--- src/rtl/alu_share_arbiter.sv ---
// alu_share_arbiter: round-robin sharing of one ALU by two requesters; ALU_ARB_B2B_EN enables RESP->EXEC back-to-back issue
module alu_share_arbiter #(
  parameter int DATA_W = 32,
  parameter int CTL_W  = 4
) (
  input  logic              clk_i,
  input  logic              rst_i,
  input  logic              r0_valid_i,
  output logic              r0_ready_o,
  input  logic [CTL_W-1:0]  r0_ctl_i,
  input  logic [DATA_W-1:0] r0_op1_i,
  input  logic [DATA_W-1:0] r0_op2_i,
  output logic              r0_rvalid_o,
  input  logic              r0_rready_i,
  output logic [DATA_W-1:0] r0_res_o,
  input  logic              r1_valid_i,
  output logic              r1_ready_o,
  input  logic [CTL_W-1:0]  r1_ctl_i,
  input  logic [DATA_W-1:0] r1_op1_i,
  input  logic [DATA_W-1:0] r1_op2_i,
  output logic              r1_rvalid_o,
  input  logic              r1_rready_i,
  output logic [DATA_W-1:0] r1_res_o,
  output logic [CTL_W-1:0]  alu_ctl_o,
  output logic [DATA_W-1:0] alu_op1_o,
  output logic [DATA_W-1:0] alu_op2_o,
  input  logic [DATA_W-1:0] alu_res_i,
  output logic              busy_o
);
  typedef enum logic [1:0] {IDLE, EXEC, RESP} state_t;
  state_t state_q, state_d;
  logic [CTL_W-1:0] ctl_q, ctl_d;
  logic [DATA_W-1:0] op1_q, op1_d, op2_q, op2_d, res_q, res_d;
  logic owner_q, owner_d, last_q, last_d;
  logic grant, own_rr, arb_en, acc;
  assign grant  = (r0_valid_i & r1_valid_i) ? ~last_q : r1_valid_i;
  assign own_rr = owner_q ? r1_rready_i : r0_rready_i;
`ifdef ALU_ARB_B2B_EN
  assign arb_en = (state_q == IDLE) | ((state_q == RESP) & own_rr);
`else
  assign arb_en = state_q == IDLE;
`endif
  assign acc         = arb_en & (r0_valid_i | r1_valid_i);
  assign r0_ready_o  = acc & ~grant;
  assign r1_ready_o  = acc & grant;
  assign r0_rvalid_o = (state_q == RESP) & ~owner_q;
  assign r1_rvalid_o = (state_q == RESP) & owner_q;
  assign r0_res_o    = res_q;
  assign r1_res_o    = res_q;
  assign alu_ctl_o   = ctl_q;
  assign alu_op1_o   = op1_q;
  assign alu_op2_o   = op2_q;
  assign busy_o      = state_q != IDLE;
  always_comb begin
    ctl_d   = acc ? (grant ? r1_ctl_i : r0_ctl_i) : ctl_q;
    op1_d   = acc ? (grant ? r1_op1_i : r0_op1_i) : op1_q;
    op2_d   = acc ? (grant ? r1_op2_i : r0_op2_i) : op2_q;
    owner_d = acc ? grant : owner_q;
    last_d  = acc ? grant : last_q;
    res_d   = (state_q == EXEC) ? alu_res_i : res_q;
    state_d = acc ? EXEC : (state_q == EXEC) ? RESP : ((state_q == RESP) && own_rr) ? IDLE : state_q;
  end
  always_ff @(posedge clk_i) begin
    if (rst_i) begin
      state_q <= IDLE;
      ctl_q   <= '0;
      op1_q   <= '0;
      op2_q   <= '0;
      res_q   <= '0;
      owner_q <= 1'b0;
      last_q  <= 1'b1;
    end else begin
      state_q <= state_d;
      ctl_q   <= ctl_d;
      op1_q   <= op1_d;
      op2_q   <= op2_d;
      res_q   <= res_d;
      owner_q <= owner_d;
      last_q  <= last_d;
    end
  end
endmodule
--- config.mk ---
export PLATFORM = sky130hd
export DESIGN_NAME = alu_share_arbiter
export DESIGN_NICKNAME = d
export VERILOG_FILES = /design/src/rtl/alu_share_arbiter.sv
export SDC_FILE = /design/constraint.sdc
export NUM_CORES = 1
export LEC_CHECK = 0
export CORE_AREA = 2 2 120 122
export CTS_CLUSTER_SIZE = 30
export DETAILED_ROUTE_END_ITERATION = 8
export DIE_AREA = 0 0 122 124
export DONT_BUFFER_PORTS = 1
export PLACE_DENSITY = 0.54
export SYNTH_ARGS = -nofsm -noshare
export SYNTH_HDL_FRONTEND = slang
export SYNTH_SLANG_ARGS = --single-unit
--- constraint.sdc ---
create_clock -name clk_i -period 2.3 [get_ports clk_i]
set_input_delay 0.345 -clock clk_i [delete_from_list [all_inputs] [get_ports clk_i]]
set_output_delay 0.345 -clock clk_i [all_outputs]
set_load 0.03 [all_outputs]
# Word-level counts from Yosys, hierarchy flattened
# Index checks and enable logic that the tools add are counted.
# classes
n_eq_ne,2
muxes,8
bitwise,10
reduce_logical,6
# op_table
cell,n
$mux 32,2
$and 1x1->1,6
$mux 2,2
$mux 4,1
$reduce_bool 2->1,2
$mux 1,3
$not 1->1,3
$reduce_bool 3->1,1
$eq 2x1->1 const B,1
$eq 2x2->1 const B,1
$logic_not 2->1,1
$reduce_or 2->1,1
$logic_and 1x1->1,1
$or 1x1->1,1
# totals
ff_bits,104
word_cells,34

# Depth between registers and ports, before layout
# Gate-level depths: netlist of the first run.
# depth
ltp_word,5
mapped_depth,6
mapped_depth_nobuf,3

# Worst setup path before layout of the first run
# No wires, ideal clock.
# synth_path
kind,register to output
from,reg state_q[0]
to,out r1_ready_o
arrival_ps,1473
required_time_ps,1955
slack_ps,482
stages_incl_launch_ff,6
n_path_buf,3
cell_sequence,dfxtp_1 buf_6 or3b_1 clkbuf_1 buf_2 nor2_1
# synth_via
elab_chain_cells,3
# synth_lines
element,line,text
"start, declared",31,"state_t state_q, state_d;"
"start signal, assigned",73,state_q <= state_d;
$logic_not 2->1,41,assign arb_en = state_q == IDLE;
$and 1x1->1,43,assign acc = arb_en & (r0_valid_i | r1_valid_i);
$and 1x1->1,45,assign r1_ready_o = acc & grant;
"end, declared",17,"output logic r1_ready_o,"
# No other way between the ends.

# Final worst setup path of the first run
# Ends and elaborated chain as after synthesis.

==> results of run 1 <==
-- area by class of cell --
type	instances	area (um2)	share of cell area, %
Clock buffer	10	239	4.97
Clock inverter	4	70.1	1.46
Tap cell	180	225	4.69
Timing Repair Buffer	15	125	2.60
Sequential cell	104	2080	43.3
Multi-Input combinational cell	320	2070	43.0
-- per-stage QoR --
stage	util, %	instance area, um2	setup slack [ns]	total power [uW]	hold slack, ns
floorplan	-	4640	0.482	3000	0.468
global placement	32.8	4500	0.581	3040	0.431
detailed placement	32.8	4500	0.513	3060	0.434
CTS	35.0	4810	0.242	4690	0.0572
global route	35.0	4810	0.160	4840	0.0584
finish	35.0	4810	0.272	4620	0.0908
-- power breakdown --
| group | total, uW | switching (uW) | internal, uW |
|---|---|---|---|
| clock | 1610 | 639 | 967 |
| sequential | 2500 | 529 | 1970 |
| combinational | 519 | 299 | 220 |
-- cell usage after synthesis, drive strengths merged, types with 4 or more instances --
library cell / instances
dfxtp: 104
nand2: 65
buf: 49
clkbuf: 41
a221o: 37
nor4b: 37
a21oi: 33
a31oi: 31
nand3: 31
nand3b: 31
o21ai: 31
nor2: 4
nor3b: 4
-- sequential cells by signal, indices dropped and copies added, names as in the netlist --
signal / flops
r0_res_o: 32
alu_op1_o: 32
state_q: 2
owner_q: 1
alu_op2_o: 32
last_q: 1
alu_ctl_o: 4
-- routing by layer --
metal | track usage [%] | wire length (um) | vias to the layer above
met4 | 8.55 | 371 | 2
met5 | 0 | 16 | -
li1 | - | - | 1726
met2 | 28.0 | 6660 | 219
met1 | 18.5 | 5180 | 1744
met3 | 5.27 | 1240 | 34
-- worst min path at each step --
stage	from	endpoint	slack [ns]
floorplan	last_q$_SDFFE_PP1P_	last_q$_SDFFE_PP1P_	0.47
global placement	rst_i	alu_op1_o[16]$_SDFFE_PP0P_	0.43
detailed placement	rst_i	alu_op1_o[20]$_SDFFE_PP0P_	0.43
CTS	rst_i	alu_op1_o[20]$_SDFFE_PP0P_	0.06
global route	rst_i	alu_op1_o[14]$_SDFFE_PP0P_	0.06
finish	rst_i	r0_res_o[25]$_SDFFE_PP0P_	0.09
-- critical path: stages (launching register included) --
cell and delay, ns:
dfxtp_1 0.41, or3b_1 0.44, buf_4 0.21, nor2_1 0.11, buf_4 0.16
-- logic make-up after synthesis --
| family | after synthesis | synth area share (%) |
|---|---|---|
| mux | 1 | 0.216 |
| buf+inv | 90 | 11.0 |
| simple gates | 183 | 23.5 |
| compound gates | 136 | 20.4 |
| flops | 104 | 44.8 |
==> results.md, run 1 <==
* Yosys reg bits at 104
* Core area at 0.0137 mm2
* Share of cells above drive strength 1 at 13.5%
* Placed Instances at 619
* Max rail drop VDD at 0.000389 V
* H-tree Lvls at 3
* Final net count at 624
* Initial Util at 33.8%
* Final setup violation count at 0
* Reg clk slew, reported paths at 0.06 ns
* Final Wtd Congestion at 0.810
* Leak at 0.00159 uW
* Max-Cap Viols at 0
* TritonCTS buffer count at 9
* Clk_skew at 0.00815 ns
* Critical Path Start Type: register
* Most frequent cells in the layout: dfxtp_1, nand2_1, nor4b_1
* DR iter-0 viols at 266
* Min Clock Period, post-route at 2.03 ns
* Router iterations before antenna repair at 4
* Reg-to-reg critical path endpoint: alu_op1_o[11]$_SDFFE_PP0P_
* Overall Global Routing Usage at 16.5%
* Fin. Hold Viols at 0
* Tcrit/Tclk final at 88.2%
* CP endpoint kind: primary output
* Rel. slew slack at 42.9%
* Netlist cell types at 32
* TNS Setup at 0 ns
* Mean post-synth cell area at 9.03 um2
* Placement row count at 43
* Outcome: completed
* Synth Net Count at 688
* Dominant cells by area after synthesis: dfxtp_1, nor4b_1, a221o_2
* Slew @ Worst Pin at 0.857 ns
* Post-CTS Setup Bufs at 0
* Pin count of the biggest net entering global routing at 106
* Antenna cells at 0
* # fillers at 1,402
* Maximum fanout along the worst path at 18
* First-pass GRT wire length at 19.3 mm
* DIE AREA at 0.0151 mm2
* Wirelength per Cell at 21.3 um
* Number of remaining DRC errors at 0
* Reg-to-reg slack, setup at 0.50 ns
* Area share of the largest cell type after synthesis at 44.8%
* Die Y-Extent at 124 um
* Crit path DAT at 1.68 ns
* Post-route ant nets at 0
* Chip width at 122 um
* FMAX at 493 MHz
* Critical Path Sink: r1_ready_o
* Power per standard cell area at 961 mW/mm2
* Worst hold stages at 1
* Skew-Pair Late Insertion Delay at 0.35 ns
* DRT Wirelength at 13.5 mm
* Most common cell after layout, fill and taps aside: dfxtp_1
* Root buffer cell: clkbuf_16
* CTS tree: built
* Initial antenna violation count at 1
* CTS Hold Bufs at 0
* DR vias/cell at 5.88
* Number of synthesized flops with an enable pin at 0
* # port buffers at 0
* Vias in the first global route at 3,600
* Final non-filler cell total at 633
* Hold Crit Class: input pin to register
* Critical path data required time at 1.96 ns
* Area delta synth->final at 3.53%
* RSZ-0062 raised after global routing: false
* Kind of critical path: register to primary output
* Yosys top cell by area: dfxtp_1
* CTS Sinks at 104
* Synthesized cell area at 0.00464 mm2
* Buffer depth of the longest clock path at 2
* Crit path from: state_q[0]$_SDFFE_PP0P_
* Total number of vias at 3,725
* Ys flop type: dfxtp_1
* Sequential fraction of the synthesis area at 44.8%
* Register-to-Register Path Depth at 3
* Fin. max-slew vios at 0
* Asr flop ratio synth at 0%
* Detail Placement HPWL at 9.31 mm
* # IOs at 311
* Critical R2R Launch: state_q[1]$_SDFFE_PP0P_
* Post-Syn Instances at 514
* Total grt overflow at 0
* CTS resizes at 0
* Synth warnings at 0
Note: power is estimated with default switching activity, not from simulation.
==> run 2, diff against run 1 <==
==> constraint.sdc (replaced) <==
create_clock -name clk_i -period 2.3 [get_ports clk_i]
set_input_delay 0.23 -clock clk_i [delete_from_list [all_inputs] [get_ports clk_i]]
set_output_delay 0.23 -clock clk_i [all_outputs]
set_load 0.03 [all_outputs]
==> run 2 against run 1 <==
Global-route usage is 0.35 points higher. Combinational power is 6.7% higher. Sequential power hardly changed. Cell area is 0.96% higher. Via count is 1.4% higher. Setup slack better by 0.072 ns. Critical path type unchanged.
==> results.md, run 2 (synthesis results as in run 1) <==
* Clk_skew at 0.00615 ns
* Max rail drop VDD at 0.000379 V
* Core area at 0.0137 mm2
* Post-route ant nets at 0
* Share of cells above drive strength 1 at 13.6%
* Pin count of the biggest net entering global routing at 66
* Skew-Pair Late Insertion Delay at 0.34 ns
* Final net count at 627
* Reg clk slew, reported paths at 0.07 ns
* H-tree Lvls at 3
* Chip width at 122 um
* Fin. Hold Viols at 0
* Worst path slowest cell: and2_2
* Vias in the first global route at 3,574
* Critical path data required time at 2.07 ns
* Reg-to-reg slack, setup at 0.49 ns
* CTS Sinks at 104
* # IOs at 311
* Leak at 0.00160 uW
* Overall Global Routing Usage at 16.8%
* Min Clock Period, post-route at 1.96 ns
* Placed Instances at 620
* Most frequent cells in the layout: dfxtp_1, nand2_1, nor4b_1
* Final setup violation count at 0
* Root buffer cell: clkbuf_16
* Area of the multi-input gates at 0.00207 mm2
* DIE AREA at 0.0151 mm2
* RSZ-0062 raised after global routing: false
* Antenna cells at 0
* First-pass GRT wire length at 19.5 mm
* Power per standard cell area at 959 mW/mm2
* Hold path startpoint: alu_res_i[7]
* Worst hold stages at 2
* Critical path's top delay family: simple AND/OR/NAND/NOR gates
* Tcrit/Tclk final at 85.1%
* Detail Placement HPWL at 9.49 mm
* Flip-flop and latch area at 0.00208 mm2
* Register-to-Register Path Depth at 3
* Slew @ Worst Pin at 0.884 ns
* Router iterations before antenna repair at 5
* Critical Path Start Type: register
* Placement row count at 43
* Fin. max-slew vios at 0
* Hold Crit Class: input pin to register
* Initial antenna violation count at 0
* Maximum fanout along the worst path at 49
* DRT Wirelength at 13.8 mm
* Hold Path Sink: r0_res_o[7]$_SDFFE_PP0P_
* Max-Cap Viols at 0
* Outcome: completed
* Total number of vias at 3,776
* TNS Setup at 0 ns
* Number of remaining DRC errors at 0
* CP endpoint kind: primary output
* WP buf/inv at 2
* # fillers at 1,379
* FMAX at 511 MHz
* Initial Util at 33.8%
* Rel. slew slack at 41.1%
* DR iter-0 viols at 268
* Die Y-Extent at 124 um
* Final Wtd Congestion at 0.825
* Buffer depth of the longest clock path at 2
* Final non-filler cell total at 636
* Total grt overflow at 0
* Critical R2R Launch: state_q[1]$_SDFFE_PP0P_
* Fin util at 35.4%
* Max incr delay on CP at 0.48 ns
* Wirelength per Cell at 21.7 um
* Kind of critical path: register to primary output
* Reg-to-reg critical path endpoint: alu_op1_o[25]$_SDFFE_PP0P_
* Crit path DAT at 1.73 ns
* Post-CTS Setup Bufs at 0
* # port buffers at 0
* TritonCTS buffer count at 9
* CTS tree: built
* DR vias/cell at 5.94
* Area delta synth->final at 4.53%
* Most common cell after layout, fill and taps aside: dfxtp_1
* Critical-path cell list: and2_2, buf_12, nor2_1, buf_4
run 2: cell count changes in the layout (fill, tap and decap cells not counted):
cell | previous run | this run
clkinv_2 | 2 | 0
buf_16 | 0 | 1
buf_4 | 14 | 15
clkbuf_1 | 0 | 1
clkinvlp_4 | 0 | 1
dlygate4sd3_1 | 0 | 1
run 2: layer usage:
layer	up-vias	wire length, um	GRT usage [%]
met5	-	0	0
met4	0	433	9.41
met3	34	1310	5.36
met2	237	6850	28.4
met1	1772	5190	18.8
li1	1733	-	-
run 2: worst register-to-register path, delay by kind of cell, from the launching register on:
kind / cells / cell delay [ns]
AND/OR/NAND/NOR: 1 / 0.18
AO/OA/AOI/OAI: 2 / 1.04
flip-flops: 1 / 0.54
run 2: worst max-delay path by stage:
stage,cells after the start,start,to,slack (ns)
after floorplan,5,state_q[0]$_SDFFE_PP0P_,r1_ready_o,0.60
after global placement,3,state_q[0]$_SDFFE_PP0P_,alu_ctl_o[3]$_SDFFE_PP0P_,0.58
after detailed placement,3,state_q[1]$_SDFFE_PP0P_,alu_op1_o[25]$_SDFFE_PP0P_,0.50
after CTS,4,last_q$_SDFFE_PP1P_,r1_ready_o,0.32
after global routing,4,last_q$_SDFFE_PP1P_,r1_ready_o,0.24
final,4,last_q$_SDFFE_PP1P_,r1_ready_o,0.34
run 2: metrics by stage:
| stage | setup slack (ns) | power [uW] | hold WS (ns) | instance area, um2 |
|---|---|---|---|---|
| floorplan | 0.597 | 3000 | 0.366 | 4640 |
| global placement | 0.582 | 3050 | 0.317 | 4510 |
| detailed placement | 0.498 | 3070 | 0.318 | 4510 |
| CTS | 0.325 | 4720 | 0.000851 | 4850 |
| global route | 0.241 | 4850 | 0.000595 | 4850 |
| finish | 0.344 | 4650 | 0.0191 | 4850 |
run 2: area by class of cell:
cell class                 instances  area share (%)
clock buffer                      11            5.00
clock inverter                     3            1.39
multi-input combinational        320            42.6
sequential                       104            42.9
tap                              180            4.64
timing repair buffer              18            3.51
run 2: repair_timing:
action | CTS | global route
hold buffers | 2 | 0
gates resized for setup | 0 | 0
hold endpoints to repair | 65 | 0
run 2: report_power, final:
group          total [uW]  switching [uW]  internal, uW
clock                1600             629           971
combinational         554             325           229
sequential           2500             530          1970
total                4650            1480          3170
